## src/rtl/can_pkg.sv

```systemverilog
`default_nettype none
// ============================================================================
// Module   : can_pkg
// Brief    : Shared CAN frame definitions (field states, widths, CRC-15 poly).
// Revision : 1.0
// ============================================================================
package can_pkg;

    typedef enum logic [4:0] {
        ST_IDLE,
        ST_START,
        ST_SOF,
        ST_ID_A,
        ST_SRR,
        ST_IDE,
        ST_ID_B,
        ST_RTR,
        ST_R1,
        ST_R0,
        ST_DLC,
        ST_DATA,
        ST_CRC,
        ST_CRC_DEL,
        ST_ACK_SLOT,
        ST_ACK_DEL,
        ST_EOF,
        ST_IFS
    } can_state_e;

    localparam logic [14:0] CRC_POLY    = 15'h4599;
    localparam int          STUFF_LIMIT = 5;
    localparam int          ID_A_W      = 11;
    localparam int          ID_B_W      = 18;
    localparam int          DLC_W       = 4;
    localparam int          DATA_W      = 64;
    localparam int          CRC_W       = 15;

    // A DLC above 8 still carries only 8 bytes; remote frames carry none.
    function automatic logic [6:0] data_bit_count(input logic [3:0] dlc, input logic rtr);
        if (rtr) begin
            return 7'd0;
        end else if (dlc > 4'd8) begin
            return 7'd64;
        end else begin
            return {dlc, 3'b000};
        end
    endfunction

endpackage
`default_nettype wire

```

## src/rtl/can_crc15.sv

```systemverilog
`default_nettype none
// ============================================================================
// Module   : can_crc15
// Brief    : Serial CAN CRC-15 register with synchronous clear and bit enable.
// Revision : 1.0
// ============================================================================
module can_crc15
    import can_pkg::*;
(
    input  logic             clk,
    input  logic             rst,
    input  logic             clr,
    input  logic             en,
    input  logic             bit_in,
    output logic [CRC_W-1:0] crc
);

    logic             w_fb;
    logic [CRC_W-1:0] w_shift;

    assign w_fb    = bit_in ^ crc[CRC_W-1];
    assign w_shift = {crc[CRC_W-2:0], 1'b0};

    always_ff @(posedge clk) begin
        if (!rst || clr) begin
            crc <= '0;
        end else if (en) begin
            crc <= w_fb ? (w_shift ^ CRC_POLY) : w_shift;
        end
    end

endmodule
`default_nettype wire

```

## src/rtl/can_encoder.sv

```systemverilog
`default_nettype none
// ============================================================================
// Module   : can_encoder
// Brief    : CAN 2.0A/B frame transmitter with stuffing, CRC-15, arbitration
//            and ACK-slot checking; one bit per sample_point rising edge.
// Revision : 1.0
// ============================================================================
module can_encoder
    import can_pkg::*;
#(
    parameter int IFS_BITS = 3,
    parameter int EOF_BITS = 7
) (
    input  logic              clk,
    input  logic              rst,
    input  logic              sample_point,
    input  logic              rx_bit,
    input  logic              tx_req,
    input  logic [ID_A_W-1:0] field_id_a,
    input  logic              field_ide,
    input  logic              field_rtr,
    input  logic [ID_B_W-1:0] field_id_b,
    input  logic [DLC_W-1:0]  field_dlc,
    input  logic [DATA_W-1:0] field_data,
    output logic              tx_bit,
    output logic              busy,
    output logic              done,
    output logic              arb_lost,
    output logic              ack_error,
    output logic [CRC_W-1:0]  crc_out
);

    can_state_e        r_state;
    logic [5:0]        r_cnt;
    logic [2:0]        r_run;
    logic              r_sp_prev;
    logic [ID_A_W-1:0] r_id_a;
    logic              r_ide;
    logic              r_rtr;
    logic [ID_B_W-1:0] r_id_b;
    logic [DLC_W-1:0]  r_dlc;
    logic [DATA_W-1:0] r_data;
    logic [6:0]        r_ndata;

    can_state_e        w_state_nxt;
    can_state_e        w_adv_state;
    logic [5:0]        w_cnt_nxt;
    logic [5:0]        w_adv_cnt;
    logic [5:0]        w_data_idx;
    logic [2:0]        w_run_nxt;
    logic              w_adv_bit;
    logic              w_tx_nxt;
    logic              w_busy_nxt;
    logic              w_done_nxt;
    logic              w_arb_nxt;
    logic              w_ack_nxt;
    logic [CRC_W-1:0]  w_crc_out_nxt;
    logic [CRC_W-1:0]  w_crc;
    logic              w_latch;
    logic              w_crc_clr;
    logic              w_crc_en;
    logic              w_sp_rise;
    logic              w_in_arb;
    logic              w_in_stuff;

    assign w_sp_rise  = sample_point & ~r_sp_prev;
    assign w_in_arb   = r_state inside {ST_ID_A, ST_SRR, ST_IDE, ST_ID_B, ST_RTR};
    assign w_in_stuff = (r_state >= ST_SOF) && (r_state <= ST_CRC);
    // Data is sent MSB first from bit 63; counter runs n-1..0, so wrap-subtract.
    assign w_data_idx = w_adv_cnt - r_ndata[5:0];

    can_crc15 u_crc (
        .clk    (clk),
        .rst    (rst),
        .clr    (w_crc_clr),
        .en     (w_crc_en),
        .bit_in (w_adv_bit),
        .crc    (w_crc)
    );

    // Field position of the next unstuffed bit.
    always_comb begin
        w_adv_state = r_state;
        w_adv_cnt   = r_cnt - 6'd1;
        if (r_cnt == 6'd0) begin
            w_adv_cnt = '0;
            case (r_state)
                ST_START:    w_adv_state = ST_SOF;
                ST_SOF: begin
                    w_adv_state = ST_ID_A;
                    w_adv_cnt   = 6'(ID_A_W - 1);
                end
                ST_ID_A:     w_adv_state = r_ide ? ST_SRR : ST_RTR;
                ST_SRR:      w_adv_state = ST_IDE;
                ST_IDE: begin
                    if (r_ide) begin
                        w_adv_state = ST_ID_B;
                        w_adv_cnt   = 6'(ID_B_W - 1);
                    end else begin
                        w_adv_state = ST_R0;
                    end
                end
                ST_ID_B:     w_adv_state = ST_RTR;
                ST_RTR:      w_adv_state = r_ide ? ST_R1 : ST_IDE;
                ST_R1:       w_adv_state = ST_R0;
                ST_R0: begin
                    w_adv_state = ST_DLC;
                    w_adv_cnt   = 6'(DLC_W - 1);
                end
                ST_DLC: begin
                    if (r_ndata == 7'd0) begin
                        w_adv_state = ST_CRC;
                        w_adv_cnt   = 6'(CRC_W - 1);
                    end else begin
                        w_adv_state = ST_DATA;
                        w_adv_cnt   = 6'(r_ndata - 7'd1);
                    end
                end
                ST_DATA: begin
                    w_adv_state = ST_CRC;
                    w_adv_cnt   = 6'(CRC_W - 1);
                end
                ST_CRC:      w_adv_state = ST_CRC_DEL;
                ST_CRC_DEL:  w_adv_state = ST_ACK_SLOT;
                ST_ACK_SLOT: w_adv_state = ST_ACK_DEL;
                ST_ACK_DEL: begin
                    w_adv_state = ST_EOF;
                    w_adv_cnt   = 6'(EOF_BITS - 1);
                end
                ST_EOF: begin
                    w_adv_state = ST_IFS;
                    w_adv_cnt   = 6'(IFS_BITS - 1);
                end
                default:     w_adv_state = ST_IDLE;
            endcase
        end
    end

    always_comb begin
        w_adv_bit = 1'b1;
        case (w_adv_state)
            ST_SOF, ST_R1, ST_R0: w_adv_bit = 1'b0;
            ST_ID_A:              w_adv_bit = r_id_a[w_adv_cnt[3:0]];
            ST_IDE:               w_adv_bit = r_ide;
            ST_ID_B:              w_adv_bit = r_id_b[w_adv_cnt[4:0]];
            ST_RTR:               w_adv_bit = r_rtr;
            ST_DLC:               w_adv_bit = r_dlc[w_adv_cnt[1:0]];
            ST_DATA:              w_adv_bit = r_data[w_data_idx];
            ST_CRC:               w_adv_bit = w_crc[w_adv_cnt[3:0]];
            default:              w_adv_bit = 1'b1;
        endcase
    end

    always_comb begin
        w_state_nxt   = r_state;
        w_cnt_nxt     = r_cnt;
        w_run_nxt     = r_run;
        w_tx_nxt      = tx_bit;
        w_busy_nxt    = busy;
        w_done_nxt    = 1'b0;
        w_arb_nxt     = 1'b0;
        w_ack_nxt     = 1'b0;
        w_crc_out_nxt = crc_out;
        w_latch       = 1'b0;
        w_crc_clr     = 1'b0;
        w_crc_en      = 1'b0;
        if (r_state == ST_IDLE) begin
            if (tx_req) begin
                w_latch     = 1'b1;
                w_crc_clr   = 1'b1;
                w_state_nxt = ST_START;
                w_cnt_nxt   = '0;
                w_busy_nxt  = 1'b1;
            end
        end else if (w_sp_rise) begin
            if (w_in_arb && tx_bit && !rx_bit) begin
                w_state_nxt = ST_IDLE;
                w_cnt_nxt   = '0;
                w_tx_nxt    = 1'b1;
                w_busy_nxt  = 1'b0;
                w_arb_nxt   = 1'b1;
            end else if (w_in_stuff && (r_run == 3'(STUFF_LIMIT))) begin
                // Stuff bit: field position holds, run restarts with it.
                w_tx_nxt  = ~tx_bit;
                w_run_nxt = 3'd1;
            end else begin
                w_state_nxt = w_adv_state;
                w_cnt_nxt   = w_adv_cnt;
                w_tx_nxt    = w_adv_bit;
                if (w_adv_bit != tx_bit) begin
                    w_run_nxt = 3'd1;
                end else if (r_run != 3'd7) begin
                    w_run_nxt = r_run + 3'd1;
                end
                w_crc_en = (w_adv_state >= ST_SOF) && (w_adv_state <= ST_DATA);
                if ((r_state == ST_ACK_SLOT) && rx_bit) begin
                    w_ack_nxt = 1'b1;
                end
                if ((w_adv_state == ST_CRC) && (r_state != ST_CRC)) begin
                    w_crc_out_nxt = w_crc;
                end
                if (w_adv_state == ST_IDLE) begin
                    w_done_nxt = 1'b1;
                    w_busy_nxt = 1'b0;
                end
            end
        end
    end

    always_ff @(posedge clk) begin
        if (!rst) begin
            r_state   <= ST_IDLE;
            r_cnt     <= '0;
            r_run     <= '0;
            r_sp_prev <= 1'b0;
            r_id_a    <= '0;
            r_ide     <= 1'b0;
            r_rtr     <= 1'b0;
            r_id_b    <= '0;
            r_dlc     <= '0;
            r_data    <= '0;
            r_ndata   <= '0;
            tx_bit    <= 1'b1;
            busy      <= 1'b0;
            done      <= 1'b0;
            arb_lost  <= 1'b0;
            ack_error <= 1'b0;
            crc_out   <= '0;
        end else begin
            r_state   <= w_state_nxt;
            r_cnt     <= w_cnt_nxt;
            r_run     <= w_run_nxt;
            r_sp_prev <= sample_point;
            tx_bit    <= w_tx_nxt;
            busy      <= w_busy_nxt;
            done      <= w_done_nxt;
            arb_lost  <= w_arb_nxt;
            ack_error <= w_ack_nxt;
            crc_out   <= w_crc_out_nxt;
            if (w_latch) begin
                r_id_a  <= field_id_a;
                r_ide   <= field_ide;
                r_rtr   <= field_rtr;
                r_id_b  <= field_id_b;
                r_dlc   <= field_dlc;
                r_data  <= field_data;
                r_ndata <= data_bit_count(field_dlc, field_rtr);
            end
        end
    end

endmodule
`default_nettype wire

```

## config.mk

```make
export PLATFORM = sky130hd
export DESIGN_NAME = can_encoder
export DESIGN_NICKNAME = d
export VERILOG_FILES = /design/src/rtl/can_pkg.sv /design/src/rtl/can_crc15.sv /design/src/rtl/can_encoder.sv
export SDC_FILE = /design/constraint.sdc
export NUM_CORES = 1
export LEC_CHECK = 0
export ABC_AREA = 1
export BUFFER_PORTS_ARGS = -buffer_cell sky130_fd_sc_hd__buf_2
export CAP_MARGIN = 40
export CORE_MARGIN = 2
export CORE_UTILIZATION = 50
export DETAILED_ROUTE_END_ITERATION = 7
export GPL_TIMING_DRIVEN = 0
export HOLD_SLACK_MARGIN = 0.03
export PLACE_DENSITY = 0.72
export SYNTH_ARGS = -nofsm -noshare
export SYNTH_HDL_FRONTEND = slang
export SYNTH_SLANG_ARGS = --single-unit
```

## constraint.sdc

```tcl
create_clock -name clk -period 3.6 [get_ports clk]
set_input_delay 0.18 -clock clk [delete_from_list [all_inputs] [get_ports clk]]
set_output_delay 0.18 -clock clk [all_outputs]
set_load 0.005 [all_outputs]
```

==> results_dict.tcl, run 1 <==
set metrics [dict create \
    status "completed" \
    start_util_pct 50.83 \
    synth.distinct_cells 40 \
    finalClockSkew_ns 0.006696 \
    path_class "flop to flop" \
    clkTransAtPathRegs_ns 0.07 \
    synth_compound_area_share_pct 14.30 \
    report.final.slew_viol_count 0 \
    syn-instance-count 1166 \
    core_mm2 0.01515 \
    placed_cells 1477 \
    syn_avg_cell_area_um2 6.603 \
    leakagePower_uw 0.004472 \
    worstPathCellList "inv_2 -> ha_2 -> nand2_2 -> nor2_8 -> buf_12 -> nand4_4 -> nand2_4 -> buf_2 -> nand2_1 -> nand3_1 -> nand3_1 -> nand3_1 -> nand3_1 -> nand3_1 -> nand3_4 -> nand2_2 -> nand2_1 -> nand2_2 -> buf_6 -> nor2_1 -> o21ai_1 -> inv_1" \
    grt_start_max_net_pins 17 \
    vias 8362 \
    drtIter0Drc 721 \
    cp.arrival_ns 3.78 \
    wire_per_inst_um 15.45 \
    cpMostUsedCell "nand3_1" \
    slew_headroom_pct 38.92 \
    clock_path_buffers 2 \
    synth_top_area_share_pct 39.79 \
    synth_area_leaders "dfxtp_1, nor2_1, nand2_1, nand3_1, o21ai_0" \
    drt-total-wl_um 24330 \
    synth_simple_gate_area_share_pct 34.81 \
    dp_hpwl_um 17010 \
    num_io_pins 124 \
    max_cap_viol_count 0 \
    area_delta_synth_final_pct 28.12 \
    path_max_fanout 10 \
    multiInputGateArea_mm2 0.004011 \
    netlist_area_mm2 0.007699 \
    grt_pass1_wl_um 38870 \
    portBuffers 123 \
    hold_viol 0 \
    critPathCaptureType "flop" \
    cts_root_buf "clkbuf_16" \
    finalSetupTns_ns 0 \
    ant_nets 0 \
    synth-seq-cells 153 \
    setup_ws_ns 0.1491 \
    clock_latency_ns 0.43 \
    rows 45 \
    combinationalPowerShare_pct 21.1 \
    finalNonFillerCells 1575 \
    cp_top_family "simple AND/OR/NAND/NOR gates" \
    antenna_cells 0 \
    synth_xor_area_share_pct 0.7964 \
    fin_nets 1486 \
    tightest_slew_ns 0.9161 \
    powerDensity_mw_per_mm2 474.7 \
    drive_above_1_share_pct 16.22 \
    whs_ns 0.02226 \
    power.total_uw 4682 \
    fp.dieW_um 128.1 \
    path_buf_inv 5 \
    syn_nets 1278 \
    vdd_ir_drop_max_mv 0.3553 \
    grt-ovfl-total 0 \
    gr-usage-all-layers_pct 30.45 \
    worst_ep_required_time_ns 3.93 \
    final_common_cell "nor2_1" \
    die_h_um 128.1 \
    switching_share_pct 31.31 \
    synth_top_family_by_area "simple AND/OR/NAND/NOR gates" \
    async_flop_share_pct 0 \
    intPower_uw 3216 \
    slowest_stage "dfxtp_1" \
    fmax_mhz 289.8 \
    min_path_type "input port to flop" \
    synthAdderAreaFrac_pct 1.398 \
    h-tree-depth 4 \
    max_stage_delay_ns 0.36 \
    drc 0 \
    antenna_found_initial 0 \
    final_cell_mix "nor2_1, nand2_1, dfxtp_1, buf_2, nand3_1" \
    gp_congestion 1.006 \
    dieArea_mm2 0.01641 \
    synth_edf_count 0 \
    fin_crit_sh_pct 95.86 \
    final.min_clock_period_ns 3.451 \
    regArea_mm2 0.003063 \
    place_ws_ns -0.2026 \
    ys_seq_area_share_pct 39.79 \
    power_frac_clock_pct 37.5 \
    vias_per_cell 5.309 \
    synthMuxAreaShare_pct 0 \
    finalSetupViolations 0 \
    seqPwrFrac_pct 41.4 \
    drt_first_pass_iters 6 \
    switchingPower_uw 1466 \
    grt_pass1_vias 7766 \
    cts_buffers 17 \
    synthFlopType "dfxtp_1" \
    synth_warnings 0 \
    cp-start-kind "flop" \
    clock_sinks 153 \
    fillers 1400 \
    cts_tree "built" \
    synth_top_cell_by_area "dfxtp_1" \
]
[worst paths after layout]
check	start	endpoint	slack (ns)	cells past startpoint
min	field_id_a[10]	r_id_a[10]$_SDFFE_PN0P_	0.02	3
min reg2reg	crc_out[13]$_SDFFE_PN0P_	crc_out[13]$_SDFFE_PN0P_	0.44	2
max reg2reg	r_cnt[0]$_SDFFE_PN0P_	u_crc.crc[10]$_SDFFE_PP0P_	0.15	22
max	r_cnt[0]$_SDFFE_PN0P_	u_crc.crc[10]$_SDFFE_PP0P_	0.15	22
[cell usage after synthesis, drive strengths merged (3+ instances only)]
cell type and n:
nand3 133, buf 22, xor2 4, ha 7, nand2 230, xnor2 3, o211ai 3, nand4 8
o21ai 130, a21oi 55, inv 93, a211oi 8, o22ai 5, nor3 5, nor2 252, dfxtp 153
clkbuf 44
[timing repair]
action,in CTS,in global routing
hold buffers,64,0
hold endpoints to repair,64,0
buffers inserted,0,2
resized for setup,5,17
pin swaps,0,1
endpoints found under the setup margin,10,26
cloned,0,0
[kinds of logic after synthesis]
family | Yosys count
flops | 153
simple gates | 631
fa+ha+maj | 8
compound gates | 208
buf+inv | 159
xor+xnor | 7
[per-layer routing]
metal	GRT usage [%]	wire length, um
met2	51.53	11760
met1	38.51	10280
met4	11.57	641
met3	5.885	1650
met5	0	0
[area by class of cell]
type	count	share of cell area, %
Buffer	66	3.489
Timing Repair Buffer	189	13.02
Clock buffer	20	4.630
Clock inverter	12	1.192
Inverter	93	3.565
Tap cell	188	2.385
Multi-Input combinational cell	854	40.67
Sequential cell	153	31.05
[worst register-to-register path: cells and delay by family, from the launching register on]
| family | cells | cell delay [ns] |
|---|---|---|
| AOI/OAI and AO/OA | 1 | 0.13 |
| adders and majority gates | 1 | 0.20 |
| buffers and inverters | 5 | 0.73 |
| DFF | 1 | 0.36 |
| and+or+nand+nor | 15 | 1.94 |
[power groups by stage]
stage | Combinational, uW | Sequential, uW | Clock [uW]
4_1_cts | 957 | 1930 | 1760
2_1_floorplan | 633 | 1950 | 0
6_report | 989 | 1940 | 1760
3_5_place_dp | 896 | 1970 | 0
3_3_place_gp | 888 | 1970 | 0
5_1_grt | 1100 | 1950 | 1840
[flip-flops by register name (all words and copies together), names as in the netlist]
| signal | cells |
|---|---|
| r_data | 64 |
| r_id_b | 18 |
| crc_out | 15 |
| u_crc.crc | 15 |
| r_id_a | 11 |
| r_cnt | 6 |
| r_state | 5 |
| r_dlc | 4 |
| r_ndata | 4 |
| r_run | 3 |
| ack_error | 1 |
| arb_lost | 1 |
| busy | 1 |
| done | 1 |
| r_ide | 1 |
| r_rtr | 1 |
| r_sp_prev | 1 |
| tx_bit | 1 |
[per-stage QoR]
step                      instance area (um2)  utilization [%]
after floorplan                          7699                -
after global placement                   8549            56.45
after detailed placement                 8549            56.45
after CTS                                9778            64.56
after global routing                     9863            65.12
final                                    9863            65.12
(Power assumes the default switching activity.)
==> inputs of run 2 (changes only) <==
Settings changed: SYNTH_HIERARCHICAL from default to 1.
==> run 2 against run 1 <==
Register-to-register slack gained 0.04 ns. Highest routed layer unchanged. Cell count grew 3.3%. Utilization shrank 0.90 points. Critical path type unchanged.
==> results_dict.tcl, run 2 <==
set metrics [dict create \
    status "completed" \
    hold_viol 0 \
    min_from "field_id_a[8]" \
    vias 8517 \
    cp.arrival_ns 3.72 \
    switching_share_pct 26.34 \
    async_flop_share_pct 0 \
    syn-instance-count 1198 \
    hold_end "r_id_a[8]$_SDFFE_PN0P_" \
    fin_nets 1511 \
    power_frac_clock_pct 43.0 \
    clock_sinks 153 \
    setup_ws_ns 0.1931 \
    dieArea_mm2 0.01703 \
    synth_most_common_cell "nand2_1" \
    vias_per_cell 5.235 \
    die_h_um 130.5 \
    tightest_slew_ns 0.8599 \
    yosys-top-cells-count "nand2_1, nor2_1, dfxtp_1" \
    drtIter0Drc 575 \
    cts_buffers 17 \
    fmax_mhz 293.5 \
    r2r_end "r_run[0]$_SDFFE_PN0P_" \
    met1_usage_pct 38.23 \
    rows 46 \
    slew_headroom_pct 42.67 \
    syn_nets 1310 \
    synth_top_area_share_pct 38.29 \
    seqPwrFrac_pct 42.6 \
    intPower_uw 3233 \
    drt_first_pass_iters 6 \
    h-tree-depth 4 \
    leakagePower_uw 0.004503 \
    grt_pass1_wl_um 38990 \
    top_regs "r_data (64), r_id_b (18)" \
    area_delta_synth_final_pct 26.61 \
    synth_warnings 6 \
    grt_start_max_net_pins 17 \
    path_class "flop to flop" \
    whs_path_depth 3 \
    num_io_pins 124 \
    clock_latency_ns 0.43 \
    largest_register_ffs 64 \
    final.min_clock_period_ns 3.407 \
    powerDensity_mw_per_mm2 433.3 \
    critPathCaptureType "flop" \
    start_util_pct 50.72 \
    synth-seq-cells 153 \
    fp.dieW_um 130.5 \
    wire_per_inst_um 15.15 \
    drive_above_1_share_pct 17.36 \
    core_mm2 0.01577 \
    fillers 1479 \
    synth_top_cell_by_area "dfxtp_1" \
    clkTransAtPathRegs_ns 0.06 \
    dp_hpwl_um 17410 \
    combinationalPowerShare_pct 14.4 \
    ant_nets 0 \
    vdd_ir_drop_max_mv 0.3477 \
    cts_tree "built" \
    synthFlopType "dfxtp_1" \
    clock_path_buffers 2 \
    design_area_mm2 0.01013 \
    report.final.slew_viol_count 0 \
    final_cell_mix "nand2_1, nor2_1, dfxtp_1, buf_2, nand3_1" \
    cp-start-kind "flop" \
    slowest_stage "fa_1" \
    portBuffers 123 \
    netlist_area_mm2 0.007999 \
    regMostFlops "r_data" \
    synth_edf_count 0 \
    drt-total-wl_um 24660 \
    fin_crit_sh_pct 94.64 \
    worstPathCellList "inv_1 -> ha_1 -> nand2_2 -> nor2_8 -> buf_4 -> nand3b_1 -> nand2_2 -> ha_1 -> fa_1 -> inv_2 -> nand3_1 -> nand2_1 -> nand2_1 -> nand3_2 -> nand2_4 -> buf_4 -> nand2_4 -> nand4_4 -> nand2_1 -> nand2_1 -> nand2_1 -> nor2_2" \
    switchingPower_uw 1156 \
    ys_seq_area_share_pct 38.29 \
    cts_root_buf "clkbuf_16" \
    worst_ep_required_time_ns 3.92 \
    place_ws_ns -0.1404 \
    antenna_found_initial 0 \
    rrSetupSlack_ns 0.19 \
    gp_congestion 0.9511 \
    antenna_cells 0 \
    syn_avg_cell_area_um2 6.677 \
    synth.distinct_cells 40 \
    use_met2_pct 50.74 \
    path_max_fanout 10 \
    globalRoute.busiestLayer "met2" \
    post_dp_cell_area_mm2 0.008896 \
    grt-ovfl-total 0 \
    final_common_cell "nand2_1" \
    finalSetupViolations 0 \
    grt_pass1_vias 7901 \
    min_path_type "input port to flop" \
    synth_area_leaders "dfxtp_1, nand2_1, nor2_1, nand3_1, o21ai_0" \
    reg2reg_from "r_cnt[0]$_SDFFE_PN0P_" \
    finalClockSkew_ns 0.01577 \
    max_stage_delay_ns 0.48 \
    use_met3_pct 4.927 \
    gr-usage-all-layers_pct 29.50 \
    cpMostUsedCell "nand2_1" \
    drc 0 \
    rr_worst_depth 22 \
    max_cap_viol_count 0 \
]
-- run 2: cell count changes after synthesis, moves of 5 or more --
cell      change
o22ai_1       -5
nand3_1       -5
a21oi_1      +19
nand3_2       +5
nor2_1       -35
nand4_1       +8
nand2_1      +36
clkbuf_1     -10
nor2_2        +5
o21ai_1       +6
o21ai_0      -15
-- run 2: critical path: cells and delay by family, from the launching register on --
kind	cells	cell delay (ns)
adders and majority gates	3	0.86
DFF	1	0.33
buffers and inverters	4	0.61
and+or+nand+nor	15	1.49
-- run 2: layout make-up --
cell class                 instances  area, um2  area share [%]
sequential                       153       3063           30.24
clock inverter                    11      171.4           1.693
buffer                            66      361.6           3.571
multi-input combinational        882       4248           41.94
timing repair buffer             182       1200           11.85
inverter                          97      366.6           3.620
tap                              216      270.3           2.669
clock buffer                      20      446.7           4.411
-- run 2: how the worst max path moves through the flow --
stage                               start                         end  slack, ns  depth (start not counted)
detailed placement  r_cnt[0]$_SDFFE_PN0P_   u_crc/crc[3]$_SDFFE_PP0P_      -0.14                         19
floorplan           r_cnt[0]$_SDFFE_PN0P_   u_crc/crc[3]$_SDFFE_PP0P_       0.57                         19
global placement    r_cnt[0]$_SDFFE_PN0P_   u_crc/crc[3]$_SDFFE_PP0P_      -0.13                         19
global route        r_cnt[0]$_SDFFE_PN0P_       r_run[0]$_SDFFE_PN0P_      -0.03                         22
finish              r_cnt[0]$_SDFFE_PN0P_       r_run[0]$_SDFFE_PN0P_       0.19                         22
CTS                 r_cnt[0]$_SDFFE_PN0P_  u_crc/crc[10]$_SDFFE_PP0P_       0.03                         22
-- run 2: routing by layer --
layer,routed length (um),vias to the layer above,share of wire (%)
met4,490,0,2.0
met5,0,-,0
met3,1399,42,5.7
met1,11050,3910,45
li1,-,4291,-
met2,11720,274,48
-- run 2: timing repair --
item                                   4_1_cts  5_1_grt
gates resized for setup                      6        7
setup buffers                                1        2
endpoints found under the hold margin       55        0
hold buffers                                55        0
pin swaps                                    1        1
setup endpoints to repair                    7       19
-- run 2: power groups by stage --
stage | clock network (uW) | logic [uW] | registers [uW]
finish | 1890 | 631 | 1870
global route | 1970 | 711 | 1880
CTS | 1900 | 617 | 1870
detailed placement | 0 | 563 | 1900
global placement | 0 | 552 | 1900
floorplan | 0 | 383 | 1880
-- run 2: cell families after synthesis --
logic type | after synthesis | share of synthesized area, %
DFF | 153 | 38.29
and+or+nand+nor | 658 | 36.82
xor gates and xnor gates | 7 | 0.7665
buffers and inverters | 163 | 9.088
adders and majority gates | 8 | 1.345
AOI/OAI and AO/OA | 209 | 13.69
-- run 2: per-stage QoR --
stage | std cells | total power, uW | TNS, ns | hold WS, ns | util [%]
after floorplan | 1198 | 2267 | 0 | 0.2735 | -
after global placement | 1537 | 2453 | -0.6877 | 0.3759 | 56.34
after detailed placement | 1538 | 2468 | -0.7656 | 0.3791 | 56.41
after CTS | 1625 | 4382 | 0 | 0.03019 | 63.96
after global routing | 1627 | 4563 | -0.02626 | 0.04371 | 64.22
final | 1627 | 4388 | 0 | 0.03385 | 64.22
